<file path="config.mk">
export PLATFORM = sky130hd
export DESIGN_NAME = dff_pipe
export DESIGN_NICKNAME = d
export VERILOG_FILES = /design/src/rtl/dff_pipe_pkg.sv /design/src/rtl/dff_stage.sv /design/src/rtl/dff_pipe.sv
export SDC_FILE = /design/constraint.sdc
export NUM_CORES = 1
export LEC_CHECK = 0
export ABC_AREA = 1
export CAP_MARGIN = 10
export CORE_ASPECT_RATIO = 1.5
export CORE_MARGIN = 2
export CORE_UTILIZATION = 61
export CTS_BUF_LIST = sky130_fd_sc_hd__clkbuf_8
export DETAILED_ROUTE_END_ITERATION = 7
export DONT_BUFFER_PORTS = 1
export GPL_TIMING_DRIVEN = 0
export PLACE_DENSITY = 0.86
export SYNTH_ARGS = -nofsm -noshare
export SYNTH_HDL_FRONTEND = slang
export SYNTH_SLANG_ARGS = --single-unit
</file>
<file path="constraint.sdc">
create_clock -name clk -period 1.5 [get_ports clk]
set_input_delay 0.45 -clock clk [delete_from_list [all_inputs] [get_ports clk]]
set_output_delay 0.45 -clock clk [all_outputs]
set_load 0.1 [all_outputs]
</file>
<file path="src/rtl/dff_pipe_pkg.sv">
// Shared sizing helpers and defaults for the dff_pipe delay line.
// The stage struct depends on WIDTH, so each module declares it locally.
package dff_pipe_pkg;

    localparam int DEF_WIDTH = 8;
    localparam int DEF_DEPTH = 4;

    function automatic int occ_w(input int depth);
        return $clog2(depth + 1);
    endfunction

    function automatic int tap_w(input int depth);
        return (depth > 1) ? $clog2(depth) : 1;
    endfunction

endpackage

</file>
<file path="src/rtl/dff_stage.sv">
// One pipeline register stage: valid bit plus data word.
// Asynchronous reset, synchronous clear and shift enable.
module dff_stage
    import dff_pipe_pkg::*;
#(
    parameter int               WIDTH   = DEF_WIDTH,
    parameter logic [WIDTH-1:0] RST_VAL = '0
) (
    input  logic             clk,
    input  logic             rst_n,
    input  logic             en,
    input  logic             clr,
    input  logic             valid_in,
    input  logic [WIDTH-1:0] data_in,
    output logic             valid_out,
    output logic [WIDTH-1:0] data_out
);

    logic             valid_q, valid_d;
    logic [WIDTH-1:0] data_q, data_d;

    always_comb begin
        valid_d = valid_q;
        data_d  = data_q;
        if (clr) begin
            valid_d = 1'b0;
            data_d  = RST_VAL;
        end else if (en) begin
            valid_d = valid_in;
            data_d  = data_in;
        end
    end

    always_ff @(posedge clk or negedge rst_n) begin
        if (!rst_n) begin
            valid_q <= 1'b0;
            data_q  <= RST_VAL;
        end else begin
            valid_q <= valid_d;
            data_q  <= data_d;
        end
    end

    assign valid_out = valid_q;
    assign data_out  = data_q;

endmodule

</file>
<file path="src/rtl/dff_pipe.sv">
// Stallable fixed-latency delay line of DEPTH stages carrying {valid, data},
// with synchronous clear, a stage tap and a registered occupancy counter.
module dff_pipe
    import dff_pipe_pkg::*;
#(
    parameter int               WIDTH   = DEF_WIDTH,
    parameter int               DEPTH   = DEF_DEPTH,
    parameter logic [WIDTH-1:0] RST_VAL = '0,
    localparam int              TAPW    = tap_w(DEPTH),
    localparam int              OCCW    = occ_w(DEPTH)
) (
    input  logic             clk,
    input  logic             rst_n,
    input  logic             en,
    input  logic             clr,
    input  logic             din_valid,
    input  logic [WIDTH-1:0] din,
    output logic             dout_valid,
    output logic [WIDTH-1:0] dout,
    input  logic [TAPW-1:0]  tap_sel,
    output logic             tap_valid,
    output logic [WIDTH-1:0] tap_data,
    output logic [OCCW-1:0]  occ
);

    typedef struct packed {
        logic             valid;
        logic [WIDTH-1:0] data;
    } stage_t;

    stage_t           stage_in [DEPTH];
    logic [DEPTH-1:0] valid_vec;
    logic [WIDTH-1:0] data_arr [DEPTH];

    assign stage_in[0] = {din_valid, din};

    for (genvar i = 0; i < DEPTH; i++) begin : g_stage
        if (i > 0) begin : g_link
            assign stage_in[i] = {valid_vec[i-1], data_arr[i-1]};
        end
        dff_stage #(
            .WIDTH   (WIDTH),
            .RST_VAL (RST_VAL)
        ) u_stage (
            .clk       (clk),
            .rst_n     (rst_n),
            .en        (en),
            .clr       (clr),
            .valid_in  (stage_in[i].valid),
            .data_in   (stage_in[i].data),
            .valid_out (valid_vec[i]),
            .data_out  (data_arr[i])
        );
    end

    assign dout_valid = valid_vec[DEPTH-1];
    assign dout       = data_arr[DEPTH-1];

    // Counter tracks entry/exit of valid words instead of summing valid bits.
    logic [OCCW-1:0] occ_q, occ_d;

    always_comb begin
        occ_d = occ_q;
        if (clr) begin
            occ_d = '0;
        end else if (en) begin
            if (din_valid && !valid_vec[DEPTH-1]) begin
                occ_d = occ_q + OCCW'(1);
            end else if (!din_valid && valid_vec[DEPTH-1]) begin
                occ_d = occ_q - OCCW'(1);
            end
        end
    end

    always_ff @(posedge clk or negedge rst_n) begin
        if (!rst_n) begin
            occ_q <= '0;
        end else begin
            occ_q <= occ_d;
        end
    end

    assign occ = occ_q;

    always_comb begin
        tap_valid = 1'b0;
        tap_data  = RST_VAL;
        for (int i = 0; i < DEPTH; i++) begin
            if (tap_sel == TAPW'(i)) begin
                tap_valid = valid_vec[i];
                tap_data  = data_arr[i];
            end
        end
    end

    // Low after any reset until the first edge, so checks spanning an
    // asynchronous reset pulse between two edges are skipped.
    logic armed_q, armed_d;

    always_comb begin
        armed_d = 1'b1;
    end

    always_ff @(posedge clk or negedge rst_n) begin
        if (!rst_n) begin
            armed_q <= 1'b0;
        end else begin
            armed_q <= armed_d;
        end
    end

    a_load: assert property (@(posedge clk) disable iff (!rst_n)
        en && !clr |=> !armed_q || ({valid_vec[0], data_arr[0]} == $past({din_valid, din})))
        else $error("dff_pipe stage0 load error at %0t", $time);

    a_clear: assert property (@(posedge clk) disable iff (!rst_n)
        clr |=> (occ_q == '0) && !valid_vec[DEPTH-1])
        else $error("dff_pipe clear error at %0t", $time);

    a_hold: assert property (@(posedge clk) disable iff (!rst_n)
        !en && !clr |=> !armed_q || ($stable(occ_q) && $stable(data_arr[DEPTH-1])))
        else $error("dff_pipe hold error at %0t", $time);

    a_occ: assert property (@(posedge clk) disable iff (!rst_n)
        int'(occ_q) == $countones(valid_vec))
        else $error("dff_pipe occupancy error at %0t", $time);

endmodule
</file>
After elaboration in Yosys (flattened, before gate mapping):

Cells that the tools add are included.
Widths: inputs -> output; s select.

* flip-flop bits (word level): 39
* output and inout port bits: 21

* reduce and logical (&&, ||, !) cells: 8
* $add $sub $neg: 2
* mux-type cells: 28
* equality and inequality tests: 3

Operators with widths (number)
* $mux 8: 12
* $mux 1: 12
* $mux 3: 4
* $eq 2x2->1 const B: 2
* $add 3x1->3 const B: 1
* $reduce_bool 3->1: 1
* $sub 3x1->3 const B: 1
* $eq 2x1->1 const B: 1
* $logic_and 1x1->1: 2
* $logic_not 1->1: 2
* $logic_not 2->1: 1
* $reduce_and 2->1: 1
* $reduce_bool 2->1: 1

Logic depth before layout (Yosys ltp):

* depth after elaboration: 6
* gate-level depth with buffers: 11

By module:

Synthesis repeated with hierarchy kept, for this count alone.

* cells, all modules: 241
* area, all modules: 1941.9 um2

Modules (own cells, without submodules)
* dff_stage: area an instance 372.9 um2, sequential area each 225.2 um2, instances 4, cells each 39
* dff_pipe: area an instance 450.4 um2, sequential area each 75.1 um2, instances 1, cells each 85

Worst setup path after synthesis:

Ideal clock, no wire load.

* path kind: flip-flop to output port
* start: reg g_stage[3].u_stage.valid_q
* end: out tap_valid
* path slack: -1619 ps
* arrival: 2669 ps
* cell stages (with the launch flop): 3
* data required time: 1050 ps
* path through: dfrtp_1 -> inv_1 -> o2111ai_1

* cells in the longest elaborated chain, start to end: 1

RTL lines
* from (decl): line dff_stage.sv:19 `logic valid_q, valid_d;`
* from (signal assigned): line dff_stage.sv:39 `valid_q <= valid_d;`
* $mux 1: line dff_pipe.sv:89 `if (tap_sel == TAPW'(i)) begin`
* to (decl): line dff_pipe.sv:21 `output logic tap_valid,`

No other way between the ends.

Final worst setup path:

* start: reg g_stage[0].u_stage.data_q[4]
* end: out tap_data[4]

* cells in the longest elaborated chain, start to end: 4

RTL lines
* from (decl): line dff_stage.sv:20 `logic [WIDTH-1:0] data_q, data_d;`
* from (signal assigned): line dff_stage.sv:40 `data_q <= data_d;`
* $mux 8 (4 in series): line dff_pipe.sv:89
* to (decl): line dff_pipe.sv:22 `output logic [WIDTH-1:0] tap_data,`

No other way between the ends.

==> results.cfg <==
[route]
drtAntennaViolNets = 0
drc = 0
drt-total-wl_microns = 4600
routedWlPerCell_microns = 16.8
drt_iter0_drc = 69
via_count = 1587
avgViaCountPerCell = 5.79
drtPass1Iterations = 4

[global_routing]
grt_start_max_net_pins = 40
first_global_vias = 1585
global_route_wire_length_before_repair_microns = 7390
globalRoute.totalOverflow = 0
grt_use_total_pct = 28.0
initial_antenna_violation_count = 0

[final_layout]
nNetsFinal = 250
final_util_pct = 80.5
multi_input_comb_area_sq_um = 721
fin_area_sq_um = 2340
sequential_cell_area_sq_um = 988
antenna-diode-count = 0
num-fill-cells = 184
layout.cells.most_common_list = sky130_fd_sc_hd__nand2_1, sky130_fd_sc_hd__inv_1, sky130_fd_sc_hd__dfrtp_1
final_cell_count_no_fill = 274
drive_gt1_share_pct = 29.8
areaGrowthSynthToFinish_pct = 25.9

[clocking]
cts_buffer_depth = 2
clock-sinks = 39
cts_made_buffers = 5
cts-root-buf = sky130_fd_sc_hd__clkbuf_8
cts_tree = yes
h-tree-depth = 2
worstSkewPairLatency_ns = 0.30
cts.reportedPaths.clkPinSlew_ns = 0.08

[placement]
place.gp.congestion = 0.801
dpl_worst_slack_ns = -0.608
placedCellCount = 251
dp_hpwl_microns = 2780
place.port_buffers = 0
placed_cell_area_sq_um = 2000

[logic_synthesis]
synth_adder_area_share_pct = 1.08
yosys.area_share.simple_pct = 15.8
post_synth_xor_area_fraction_pct = 0
syn_avg_cell_area_sq_um = 8.78
yosys-mux-area-fraction_pct = 0
postSynthRegisterBits = 39
ys_seq_area_share_pct = 52.4
synthCells = 212
main_combinational_cell_family_by_area_after_synthesis = buffers and inverters
yosys_warnings = 0
synth_cell_type_count = 18
synth-compound-area-share_pct = 14.7
syn-cell-area_sq_um = 1860
synthesis.nets = 228

[sta]
report.final.hold_viol_count = 0
layout_min_cycle_time_ns = 2.15
achievable-frequency_mhz = 466
clock_skew_ns = 0.0115
rsz_0062_raised_after_global_routing = true
slew_headroom_pct = 18.8
min_setup_slack_post_route_ns = -0.647
setup_violations = 12
transition_at_the_pin_with_the_smallest_max_transition_slack_ns = 1.21
min_period_over_period_pct = 143
drv_slew = 0

[die]
dieArea_sq_um = 3520
die_x_microns = 49.1
floorplan.core_area_sq_um = 2910
chipHeight_microns = 71.7
row_count = 24
floorplan.initialDensity_pct = 63.9
number_of_top_level_pins = 36

[worst_setup_path]
path_class = flip-flop to output pin
timing.reg2reg.setup_slack_ns = -0.35
critical_path.n_buffers_inverters = 0
cp_slowest_cell = sky130_fd_sc_hd__nand4_1
critPathArrivalTime_ns = 1.70
cp-start-kind = flip-flop
path_delay_family = simple AND/OR/NAND/NOR gates
path_max_fanout = 2
timing.critical_path.cells = nand2_1, nand4_1
worst_ep_required_time_ns = 1.05
endpoint_kind = output pin
critPathMaxStageDelay_ns = 0.92

[worst_hold_path]
hp-class = primary input to flip-flop

[run_status]
outcome = finished with violations
violated_checks = negative setup slack

[power]
worst_ir_drop_vdd_v = 0.00121
power_density_nw_per_um2 = 1020
power.leakage_nw = 1.03
total_power_mw = 2.39

[flow_run]
maximum_capacitance_violations = 0
logic make-up after synthesis:
group | after synthesis
adders and majority gates | 1
and+or+nand+nor | 68
DFF | 39
buffers and inverters | 62
AOI/OAI and AO/OA | 42
sequential cells by signal, summed over array words and instances, names as in the netlist:
name,flops
g_stage.u_stage.data_out,32
g_stage.u_stage.valid_out,4
occ,3
power breakdown:
group	internal, mW	switching, mW
Combinational	0.0881	0.235
Clock	0.538	0.375
Sequential	1.09	0.0688
Total	1.71	0.678
cell usage after synthesis:
cell                        count  area (sq um)
sky130_fd_sc_hd__o2111ai_1      4          35.0
sky130_fd_sc_hd__nor2_2         2          12.5
sky130_fd_sc_hd__nand4_1        5          31.3
sky130_fd_sc_hd__nand2_2        1          6.26
sky130_fd_sc_hd__nor2_1         2          7.51
sky130_fd_sc_hd__buf_6          4          45.0
sky130_fd_sc_hd__nand3_1       13          65.1
sky130_fd_sc_hd__or2_1          1          6.26
sky130_fd_sc_hd__fa_1           1          20.0
sky130_fd_sc_hd__buf_4          8          60.1
sky130_fd_sc_hd__nand2_1       44           165
sky130_fd_sc_hd__o22ai_1       27           169
sky130_fd_sc_hd__dfrtp_1       39           976
sky130_fd_sc_hd__o21ai_2        2          17.5
sky130_fd_sc_hd__o21ai_0        8          40.0
sky130_fd_sc_hd__inv_1         46           173
sky130_fd_sc_hd__o22ai_2        1          12.5
sky130_fd_sc_hd__buf_2          4          20.0
per-layer routing:
layer | part of all wire [%] | GRT usage [%] | vias to the layer above | wire length (microns)
met1 | 38 | 33.4 | 786 | 1760
li1 | - | - | 724 | -
met5 | 0 | 0 | - | 0
met2 | 53 | 47.9 | 64 | 2430
met4 | 2.3 | 11.7 | 0 | 104
met3 | 6.6 | 7.08 | 13 | 304
through the flow:
stage               hold slack [ns]  setup TNS (ns)
floorplan                     0.154           -3.61
global placement              0.155           -4.55
detailed placement            0.155           -4.59
CTS                           0.298           -4.88
global route                  0.319           -5.74
finish                        0.292           -5.17
path summary, 6_finish.rpt:
check	startpoint	endpoint	cells after the start
max	g_stage[0].u_stage.data_out[4]$_DFFE_PN0P_	tap_data[4]	2
min	clr	occ[2]$_DFFE_PN0P_	3
max reg2reg	g_stage[3].u_stage.valid_out$_DFFE_PN0P_	occ[2]$_DFFE_PN0P_	12
min reg2reg	g_stage[1].u_stage.data_out[2]$_DFFE_PN0P_	g_stage[1].u_stage.data_out[2]$_DFFE_PN0P_	2
max in group asynchronous	rst_n	g_stage[3].u_stage.valid_out$_DFFE_PN0P_	2
min in group asynchronous	rst_n	g_stage[3].u_stage.data_out[0]$_DFFE_PN0P_	2
worst reg2reg max path: cells and delay by family, from the launching register on:
| kind | cells | cell delay [ns] |
|---|---|---|
| DFF | 1 | 0.63 |
| and+or+nand+nor | 6 | 0.35 |
| buffers and inverters | 5 | 0.44 |
| adders and majority gates | 1 | 0.34 |
final cells by class:
cell class	count	share of cell area, %
Sequential cell	39	42.2
Tap cell	39	2.08
Inverter	46	7.58
Clock inverter	2	1.49
Multi-Input combinational cell	111	30.7
Timing Repair Buffer	15	5.92
Buffer	16	6.51
Clock buffer	6	3.52
repair_timing:
item / 4_1_cts / 5_1_grt
endpoints found under the hold margin: 39 / 0
pin swaps: 11 / 2
resized for setup: 15 / 12
endpoints found under the setup margin: 12 / 17
setup buffers: 10 / 3
hold buffers: 2 / 0
Note: power is estimated with default switching activity, not from simulation.
